==> config.mk <==
export PLATFORM = sky130hd
export DESIGN_NAME = assoc_buffer_arbiter_flat
export DESIGN_NICKNAME = d
export VERILOG_FILES = /design/src/rtl/assoc_buffer_arbiter_if.sv /design/src/rtl/assoc_buffer_arbiter.sv /design/src/flat_wrapper.sv
export SDC_FILE = /design/constraint.sdc
export NUM_CORES = 1
export LEC_CHECK = 0
export BUFFER_PORTS_ARGS = -buffer_cell sky130_fd_sc_hd__buf_2
export CELL_PAD_IN_SITES_DETAIL_PLACEMENT = 1
export CELL_PAD_IN_SITES_GLOBAL_PLACEMENT = 1
export CORE_MARGIN = 2
export CORE_UTILIZATION = 37
export CTS_BUF_LIST = sky130_fd_sc_hd__clkbuf_4
export DETAILED_ROUTE_END_ITERATION = 8
export PLACE_DENSITY = 0.86
export SYNTH_ARGS = -nofsm -noshare
export SYNTH_HDL_FRONTEND = slang
export SYNTH_SLANG_ARGS = --single-unit
==> constraint.sdc <==
create_clock -name clk -period 4.75 [get_ports clk]
set_clock_uncertainty 0.05 [all_clocks]
set_input_delay 0.95 -clock clk [delete_from_list [all_inputs] [get_ports clk]]
set_output_delay 0.95 -clock clk [all_outputs]
set_load 0.01 [all_outputs]
==> src/rtl/assoc_buffer_arbiter_if.sv <==
// Requester-side bus of the associative buffer arbiter: packed per-requester
// request fields in, one-hot completion and lookup response out.
interface assoc_buffer_arbiter_if #(
   parameter int NUM_REQ    = 4,
   parameter int KEY_WIDTH  = 5,
   parameter int DATA_WIDTH = 8,
   parameter int CTRL_WIDTH = 2
);
   logic [NUM_REQ-1:0]            req;
   logic [NUM_REQ*CTRL_WIDTH-1:0] req_op;
   logic [NUM_REQ*KEY_WIDTH-1:0]  req_key;
   logic [NUM_REQ*DATA_WIDTH-1:0] req_data;
   logic [NUM_REQ-1:0]            done;
   logic [DATA_WIDTH-1:0]         rsp_data;
   logic                          rsp_hit;

   modport master (
      output req, req_op, req_key, req_data,
      input  done, rsp_data, rsp_hit
   );

   modport slave (
      input  req, req_op, req_key, req_data,
      output done, rsp_data, rsp_hit
   );
endinterface

==> src/rtl/assoc_buffer_arbiter.sv <==
// Round-robin arbiter letting NUM_REQ requesters share one associative buffer,
// one transaction in flight at a time (grant, issue, capture).
//
// state   | meaning
// IDLE    | no transaction; arbitrate, done pulses here after a capture
// ISSUE   | latched op/key/data driven to the buffer for one cycle
// CAPTURE | buffer registered output sampled into rsp_data/rsp_hit
module assoc_buffer_arbiter #(
   parameter int NUM_REQ    = 4,
   parameter int KEY_WIDTH  = 5,
   parameter int DATA_WIDTH = 8,
   parameter int CTRL_WIDTH = 2
) (
   input  logic                     clk,
   input  logic                     rst,
   assoc_buffer_arbiter_if.slave    bus,
   output logic                     busy,
   output logic [CTRL_WIDTH-1:0]    buf_ctrl,
   output logic [KEY_WIDTH-1:0]     buf_key,
   output logic [DATA_WIDTH-1:0]    buf_data,
   input  logic [DATA_WIDTH-1:0]    buf_data_out,
   input  logic                     buf_valid
);

   localparam int PTR_W = (NUM_REQ > 1) ? $clog2(NUM_REQ) : 1;
   localparam logic [CTRL_WIDTH-1:0] OP_NONE = '0;
   localparam logic [NUM_REQ-1:0]    ONE_HOT0 = NUM_REQ'(1);

   typedef enum logic [1:0] {
      IDLE    = 2'd0,
      ISSUE   = 2'd1,
      CAPTURE = 2'd2
   } state_t;

   state_t                 state;
   logic [PTR_W-1:0]       rr_ptr;
   logic [PTR_W-1:0]       winner;
   logic [NUM_REQ-1:0]     done_q;
   logic [DATA_WIDTH-1:0]  rsp_data_q;
   logic                   rsp_hit_q;

   logic [CTRL_WIDTH-1:0]  op_arr   [NUM_REQ];
   logic [KEY_WIDTH-1:0]   key_arr  [NUM_REQ];
   logic [DATA_WIDTH-1:0]  data_arr [NUM_REQ];

   logic                   grant_any;
   logic [PTR_W-1:0]       grant_idx;
   logic [PTR_W-1:0]       next_ptr;

   for (genvar g = 0; g < NUM_REQ; g++) begin : g_unpack
      assign op_arr[g]   = bus.req_op[g*CTRL_WIDTH +: CTRL_WIDTH];
      assign key_arr[g]  = bus.req_key[g*KEY_WIDTH +: KEY_WIDTH];
      assign data_arr[g] = bus.req_data[g*DATA_WIDTH +: DATA_WIDTH];
   end

   // Scan from rr_ptr upward with wrap; the first requester found wins.
   always_comb begin
      int               sum;
      logic [PTR_W-1:0] cand;
      grant_any = 1'b0;
      grant_idx = '0;
      sum       = 0;
      cand      = '0;
      for (int i = 0; i < NUM_REQ; i++) begin
         sum = int'(rr_ptr) + i;
         if (sum >= NUM_REQ) sum = sum - NUM_REQ;
         cand = PTR_W'(sum);
         if (!grant_any && bus.req[cand]) begin
            grant_any = 1'b1;
            grant_idx = cand;
         end
      end
   end

   assign next_ptr = (int'(grant_idx) == NUM_REQ - 1) ? '0 : grant_idx + PTR_W'(1);

   always_ff @(posedge clk or negedge rst) begin
      if (!rst) begin
         state      <= IDLE;
         rr_ptr     <= '0;
         winner     <= '0;
         done_q     <= '0;
         rsp_data_q <= '0;
         rsp_hit_q  <= 1'b0;
         busy       <= 1'b0;
         buf_ctrl   <= OP_NONE;
         buf_key    <= '0;
         buf_data   <= '0;
      end else begin
         done_q <= '0;
         case (state)
            IDLE: begin
               if (grant_any) begin
                  state    <= ISSUE;
                  winner   <= grant_idx;
                  rr_ptr   <= next_ptr;
                  buf_ctrl <= op_arr[grant_idx];
                  buf_key  <= key_arr[grant_idx];
                  buf_data <= data_arr[grant_idx];
                  busy     <= 1'b1;
               end
            end
            ISSUE: begin
               state    <= CAPTURE;
               buf_ctrl <= OP_NONE;
            end
            CAPTURE: begin
               // Buffer output now reflects the key presented during ISSUE.
               state      <= IDLE;
               rsp_data_q <= buf_data_out;
               rsp_hit_q  <= buf_valid;
               done_q     <= ONE_HOT0 << winner;
               busy       <= 1'b0;
            end
            default: begin
               state    <= IDLE;
               busy     <= 1'b0;
               buf_ctrl <= OP_NONE;
            end
         endcase
      end
   end

   assign bus.done     = done_q;
   assign bus.rsp_data = rsp_data_q;
   assign bus.rsp_hit  = rsp_hit_q;

endmodule

==> src/flat_wrapper.sv <==
// flat-port wrapper written by rule: the top's interface ports become plain ports
module assoc_buffer_arbiter_flat 
#(
   parameter int NUM_REQ    = 4,
   parameter int KEY_WIDTH  = 5,
   parameter int DATA_WIDTH = 8,
   parameter int CTRL_WIDTH = 2
)
  (clk, rst, busy, buf_ctrl, buf_key, buf_data, buf_data_out, buf_valid, bus_req, bus_req_op, bus_req_key, bus_req_data, bus_done, bus_rsp_data, bus_rsp_hit);
  assoc_buffer_arbiter_if #(.NUM_REQ(NUM_REQ), .KEY_WIDTH(KEY_WIDTH), .DATA_WIDTH(DATA_WIDTH), .CTRL_WIDTH(CTRL_WIDTH)) bus_i ();
  input  logic clk;
  input  logic rst;
  output logic busy;
  output logic [CTRL_WIDTH-1:0] buf_ctrl;
  output logic [KEY_WIDTH-1:0] buf_key;
  output logic [DATA_WIDTH-1:0] buf_data;
  input  logic [DATA_WIDTH-1:0] buf_data_out;
  input  logic buf_valid;
  input wire logic [$bits(bus_i.req)-1:0] bus_req;
  input wire logic [$bits(bus_i.req_op)-1:0] bus_req_op;
  input wire logic [$bits(bus_i.req_key)-1:0] bus_req_key;
  input wire logic [$bits(bus_i.req_data)-1:0] bus_req_data;
  output wire logic [$bits(bus_i.done)-1:0] bus_done;
  output wire logic [$bits(bus_i.rsp_data)-1:0] bus_rsp_data;
  output wire logic [$bits(bus_i.rsp_hit)-1:0] bus_rsp_hit;
  assign bus_i.req = bus_req;
  assign bus_i.req_op = bus_req_op;
  assign bus_i.req_key = bus_req_key;
  assign bus_i.req_data = bus_req_data;
  assign bus_done = bus_i.done;
  assign bus_rsp_data = bus_i.rsp_data;
  assign bus_rsp_hit = bus_i.rsp_hit;
  assoc_buffer_arbiter #(.NUM_REQ(NUM_REQ), .KEY_WIDTH(KEY_WIDTH), .DATA_WIDTH(DATA_WIDTH), .CTRL_WIDTH(CTRL_WIDTH)) u_core (.clk(clk), .rst(rst), .bus(bus_i), .busy(busy), .buf_ctrl(buf_ctrl), .buf_key(buf_key), .buf_data(buf_data), .buf_data_out(buf_data_out), .buf_valid(buf_valid));
endmodule
Word-level counts from Yosys, hierarchy flattened
Cells that the tools add are included.
- flip-flop bits (word level): 35
- input port bits: 75
- output and inout bits: 29
- add/subtract/negate cells: 8
- magnitude comparators: 9
- equal/unequal tests: 4
- shift-type cells: 1
- mux-type cells: 37
- bitwise gates (word level): 3
- reductions and logical operators: 10
- operators by type and width (kind ; number):
    $mux 2 ; 13
    $bmux 8 s2 ; 1
    $mux 8 ; 2
    $ge 3x3->1 const B ; 4
    $lt 2x3->1 const B ; 4
    $bmux 5 s2 ; 1
    $mux 5 ; 2
    $mux 1 ; 9
    $bmux 1 s2 ; 4
    $pmux 2 s2 ; 2
    $sub 2x1->2 const B ; 4
    $add 2x2->3 const B ; 2
    $reduce_and 2->1 ; 3
    $bmux 2 s2 ; 1
    $eq 2x1->1 const B ; 2
    $mux 4 ; 1
    $shl 1x2->4 const A ; 1
    $add 2x1->3 const B ; 1
    $ge 2x3->1 const B ; 1
    $logic_and 1x1->1 ; 3
    $logic_not 1->1 ; 3
    $not 2->3 ; 1
    $add 2x1->2 const B ; 1
    $eq 2x2->1 const B ; 1
    other kinds (4) ; 5

Longest topological paths before layout
- depth after elaboration: 20
- gate-level depth with buffers: 8
- mapped depth without buffers: 6

Least setup slack after synthesis
Ideal clock, no wire load.
- kind: input to register
- start point: in bus_req[1]
- end point: reg u_core.buf_data[6]
- setup time: 0.120 ns
- arrival time: 2.184 ns
- required time: 4.580 ns
- setup slack: 2.395 ns
- cell stages on the path: 5
- buffers on the path: 0
- cell sequence: mux2_4 -> o221ai_4 -> mux2_4 -> or3_1 -> o211a_1
- longest elaborated chain between the ends: 16
- RTL lines (item ; line ; source):
    start: declaration ; flat_wrapper.sv:19 ; input wire logic [$bits(bus_i.req)-1:0] bus_req;
    $bmux 1 s2 ; assoc_buffer_arbiter.sv:68 ; if (!grant_any && bus.req[cand]) begin
    $mux 1 (implied by the code) ; assoc_buffer_arbiter.sv:68 ;
    $mux 1 ; assoc_buffer_arbiter.sv:68 ;
    $logic_not 1->1 ; assoc_buffer_arbiter.sv:68 ;
    $logic_and 1x1->1 ; assoc_buffer_arbiter.sv:68 ;
    $mux 1 ; assoc_buffer_arbiter.sv:68 ;
    $logic_not 1->1 ; assoc_buffer_arbiter.sv:68 ;
    $logic_and 1x1->1 ; assoc_buffer_arbiter.sv:68 ;
    $mux 1 ; assoc_buffer_arbiter.sv:68 ;
    $logic_not 1->1 ; assoc_buffer_arbiter.sv:68 ;
    $logic_and 1x1->1 ; assoc_buffer_arbiter.sv:68 ;
    $mux 2 ; assoc_buffer_arbiter.sv:68 ;
    $not 2->3 (implied by the code) ; assoc_buffer_arbiter.sv:99 ; buf_data <= data_arr[grant_idx];
    $bmux 8 s2 ; assoc_buffer_arbiter.sv:99 ;
    $mux 8 (implied by the code) (2 in a row) ; assoc_buffer_arbiter.sv:99 ;
    end signal: assignment ; assoc_buffer_arbiter.sv:99 ;
    end: declaration ; assoc_buffer_arbiter.sv:20 ; output logic [DATA_WIDTH-1:0] buf_data,
Parallel ways exist; a longest one is shown, timed or not. The select of a mux whose other input is x is not followed.
A chain may end at the register's enable or synchronous reset.

Worst setup path in the final report
- start point: in bus_req[1]
- end point: reg u_core.buf_key[2]
- longest elaborated chain between the ends: 16
- RTL lines (item ; line ; source):
    $bmux 1 s2 ; assoc_buffer_arbiter.sv:68 ;
    $mux 1 (implied by the code) ; assoc_buffer_arbiter.sv:68 ;
    $mux 1 ; assoc_buffer_arbiter.sv:68 ;
    $logic_not 1->1 ; assoc_buffer_arbiter.sv:68 ;
    $logic_and 1x1->1 ; assoc_buffer_arbiter.sv:68 ;
    $mux 1 ; assoc_buffer_arbiter.sv:68 ;
    $logic_not 1->1 ; assoc_buffer_arbiter.sv:68 ;
    $logic_and 1x1->1 ; assoc_buffer_arbiter.sv:68 ;
    $mux 1 ; assoc_buffer_arbiter.sv:68 ;
    $logic_not 1->1 ; assoc_buffer_arbiter.sv:68 ;
    $logic_and 1x1->1 ; assoc_buffer_arbiter.sv:68 ;
    $mux 2 ; assoc_buffer_arbiter.sv:68 ;
    $not 2->3 (implied by the code) ; assoc_buffer_arbiter.sv:98 ; buf_key <= key_arr[grant_idx];
    $bmux 5 s2 ; assoc_buffer_arbiter.sv:98 ;
    $mux 5 (implied by the code) (2 in a row) ; assoc_buffer_arbiter.sv:98 ;
    end signal: assignment ; assoc_buffer_arbiter.sv:98 ;
    end: declaration ; assoc_buffer_arbiter.sv:19 ; output logic [KEY_WIDTH-1:0] buf_key,
Parallel ways exist; a longest one is shown, timed or not. The select of a mux whose other input is x is not followed.

==> impl_metrics.yaml <==
detailed_routing:
  detailedRoute.firstPassIterationCount: 4
  drcViolationCount: 0
  ant_nets: 0
  routed-via-count: 1579
  vias_per_cell: 4.981
  drt-initial-drc-count: 43
  total_routed_length_um: 5100
  detail_route.wl_per_cell_um: 16.09
final_layout:
  layout.filler_cells: 569
  post_route_insts_no_fill: 317
  final_area_um2: 2431
  antenna_cells: 0
  drive_gt1_frac: 0.5080
  multi_input_comb_area_um2: 873.3
  post-route-util: 0.5080
  layout.nets: 324
  synthToLayoutAreaGrowth_pct: 30.05
  layout.area.seq_um2: 875.8
synth:
  synthFlopType: "sky130_fd_sc_hd__dfrtp_1"
  dominant_cell_by_count_in_the_synthesized_netlist: "sky130_fd_sc_hd__dfrtp_1"
  yosysUniqueCellTypes: 31
  synth-warning-count: 0
  yosys-top-cells-area: "sky130_fd_sc_hd__dfrtp_1, sky130_fd_sc_hd__mux2i_1, sky130_fd_sc_hd__o221a_1, sky130_fd_sc_hd__mux2_1, sky130_fd_sc_hd__mux2_2"
  synthCells: 149
  synthDominantCellAreaShare: 0.4685
  async_flop_share: 1.000
  synth-seq-cells: 35
  number_of_enable_flip_flop_cells_after_synthesis: 0
  yosysTopAreaCell: "sky130_fd_sc_hd__dfrtp_1"
  synth_sequential_area_ratio: 0.4685
  ys_top_cells_by_count: "sky130_fd_sc_hd__dfrtp_1, sky130_fd_sc_hd__mux2i_1, sky130_fd_sc_hd__nand3_1, sky130_fd_sc_hd__o221a_1, sky130_fd_sc_hd__mux2_1"
  synth.net_count: 224
  mappedNetlistArea_um2: 1869
  postSynthAreaPerCell_um2: 12.55
pwr:
  power.density_nw_per_um2: 574.3
  power.leakage_nw: 1.219
  power.ir.vdd_worst_uv: 272.2
  power.share.switching: 0.3941
  p_int_mw: 0.8458
  power_frac_clock: 0.119
  netSwitchingPower_mw: 0.5502
  p_seq_frac: 0.375
  p_comb_frac: 0.506
grt:
  global_route_wire_length_before_repair_um: 7645
  grt_pass1_vias: 1632
  tot_gr_track_use: 0.1813
  antenna_found_initial: 0
  grt-ovfl-total: 0
  largest_net_degree_at_the_start_of_global_routing: 36
place:
  gp_congestion: 0.7484
  preCtsSetupSlack_ns: 1.752
  dp_hpwl_um: 4055
  place.detailed.instances: 309
  placed_area_um2: 2374
  numPortBuffers: 103
clocking:
  cts_num_sinks: 35
  cts_root_cell: "sky130_fd_sc_hd__clkbuf_4"
  cts_max_path_buffers: 2
  tritoncts: "yes"
  cts_setup_buffers: 0
  clkLatencyLatePin_ns: 0.33
  ctsHoldBuffers: 0
  number_of_levels_the_h_tree_was_split_into: 2
  number_of_gates_given_a_new_drive_strength_after_cts: 0
  path_clk_slew_ns: 0.10
  cts_inserted_buffers: 5
timing:
  finalHoldViolations: 0
  timing.fmax_ghz: 0.3798
  part_of_the_cycle_the_worst_path_needs: 0.5543
  drv_slew: 0
  setup-tns-final_ns: 0
  final.setup.worst_slack_ns: 2.117
  slew-limit-headroom: 0.3650
  final_critical_path_time_including_i_o_delays_and_setup_ns: 2.633
  worst_pin_slew_ns: 0.9490
  unrepaired_setup_endpoints_after_global_routing: "false"
  finalSetupViolCount: 0
worst_setup_path:
  setup_crit_path_kind: "in -> reg"
  worst_path_largest_cell_delay_ns: 0.42
  critPathArrivalTime_ns: 2.80
  critical_path_cell_list: "buf_2 > mux2_4 > o221ai_4 > buf_4 > mux2_1 > o221a_1"
  critical_path.max_fanout: 23
  cpMaxStageDelayCell: "sky130_fd_sc_hd__buf_4"
  timing.critical_path.required_ns: 4.92
  timing.critical_path.to_type: "flop"
  critical_path.startpoint_type: "input pin"
worst_hold_path:
  worstHoldPathType: "reg -> reg"
floorplan:
  chipWidth_um: 75.08
  coreArea_um2: 4786
  i_o_pin_total: 104
  start_util: 0.3906
  die-height_um: 75.08
  rows: 25
  floorplan.die_area_um2: 5637
run_status:
  run_status: "finished, final reports clean"
job:
  number_of_maximum_capacitance_constraint_violations: 0
-- state kept, by name, indices dropped and copies added, names as in the netlist --
| register | cells |
|---|---|
| u_core.winner | 2 |
| u_core.state | 2 |
| u_core.busy | 1 |
| u_core.bus.done | 4 |
| u_core.buf_key | 5 |
| u_core.buf_data | 8 |
| u_core.rr_ptr | 2 |
| u_core.bus.rsp_hit | 1 |
| u_core.buf_ctrl | 2 |
| u_core.bus.rsp_data | 8 |
-- through the flow --
step	hold WS, ns	power, mW
floorplan	0.3524	1.062
global route	0.4071	1.505
detailed placement	0.3694	1.252
CTS	0.3869	1.420
global placement	0.3623	1.215
finish	0.3842	1.396
-- power by group through the flow --
stage	clock, mW	combinational, mW	sequential [mW]
5_1_grt	0.185	0.776	0.544
6_report	0.166	0.707	0.523
3_3_place_gp	0	0.693	0.522
3_5_place_dp	0	0.723	0.529
4_1_cts	0.173	0.721	0.525
2_1_floorplan	0	0.494	0.568
-- final timing paths --
path | from | endpoint | slack, ns | cells past startpoint
setup / recovery | bus_req[1] | u_core.buf_key[2]$_DFFE_PN0P_ | 2.12 | 6
hold reg to reg | u_core.state[1]$_DFFE_PN0N_ | u_core.state[1]$_DFFE_PN0N_ | 0.38 | 1
min in group asynchronous | rst | u_core.buf_data[6]$_DFFE_PN0P_ | 0.63 | 1
hold / removal | u_core.state[1]$_DFFE_PN0N_ | u_core.state[1]$_DFFE_PN0N_ | 0.38 | 1
max in group asynchronous | rst | u_core.bus.rsp_data[2]$_DFFE_PN0P_ | 3.51 | 1
setup reg to reg | u_core.rr_ptr[1]$_DFFE_PN0P_ | u_core.buf_key[2]$_DFFE_PN0P_ | 2.33 | 5
-- critical path, delay by kind of cell --
family                 cells  cell delay, ns
AOI/OAI and AO/OA          2            0.63
buffers and inverters      2            0.54
muxes                      2            0.66
-- layer usage --
metal	global-route usage	wire, um
met1	0.2103	1979
met2	0.3343	2849
met3	0.04150	206
met4	0.04762	63
met5	0	0
-- cell families (layout without fill, tap and decap cells) --
| family | after synthesis | in the layout | synth area share |
|---|---|---|---|
| multiplexers | 40 | 40 | 0.2336 |
| flip-flops | 35 | 35 | 0.4685 |
| AND/OR/NAND/NOR | 32 | 32 | 0.09171 |
| AO/OA/AOI/OAI | 26 | 26 | 0.1372 |
| buffers and inverters | 15 | 116 | 0.06426 |
| XOR/XNOR | 1 | 1 | 0.004686 |
-- cell usage in the layout (no fill, tap or decap), types with 2 or more instances in the layout --
cell / count
sky130_fd_sc_hd__a21o_1: 3
sky130_fd_sc_hd__a21oi_1: 4
sky130_fd_sc_hd__buf_2: 103
sky130_fd_sc_hd__clkbuf_4: 7
sky130_fd_sc_hd__dfrtp_1: 35
sky130_fd_sc_hd__inv_1: 3
sky130_fd_sc_hd__mux2_1: 11
sky130_fd_sc_hd__mux2_2: 10
sky130_fd_sc_hd__mux2_4: 2
sky130_fd_sc_hd__mux2i_1: 17
sky130_fd_sc_hd__nand2_1: 5
sky130_fd_sc_hd__nand3_1: 13
sky130_fd_sc_hd__nand3b_1: 2
sky130_fd_sc_hd__nor2_1: 5
sky130_fd_sc_hd__o221a_1: 12
sky130_fd_sc_hd__o221ai_1: 2
-- final cells by class --
cell class,count,area share
Inverter,4,0.007205
Timing Repair Buffer,104,0.2151
Multi-Input combinational cell,99,0.3592
Tap cell,67,0.03448
Clock inverter,1,0.002059
Clock buffer,7,0.02162
Sequential cell,35,0.3603
Note: power is estimated with default switching activity, not from simulation.
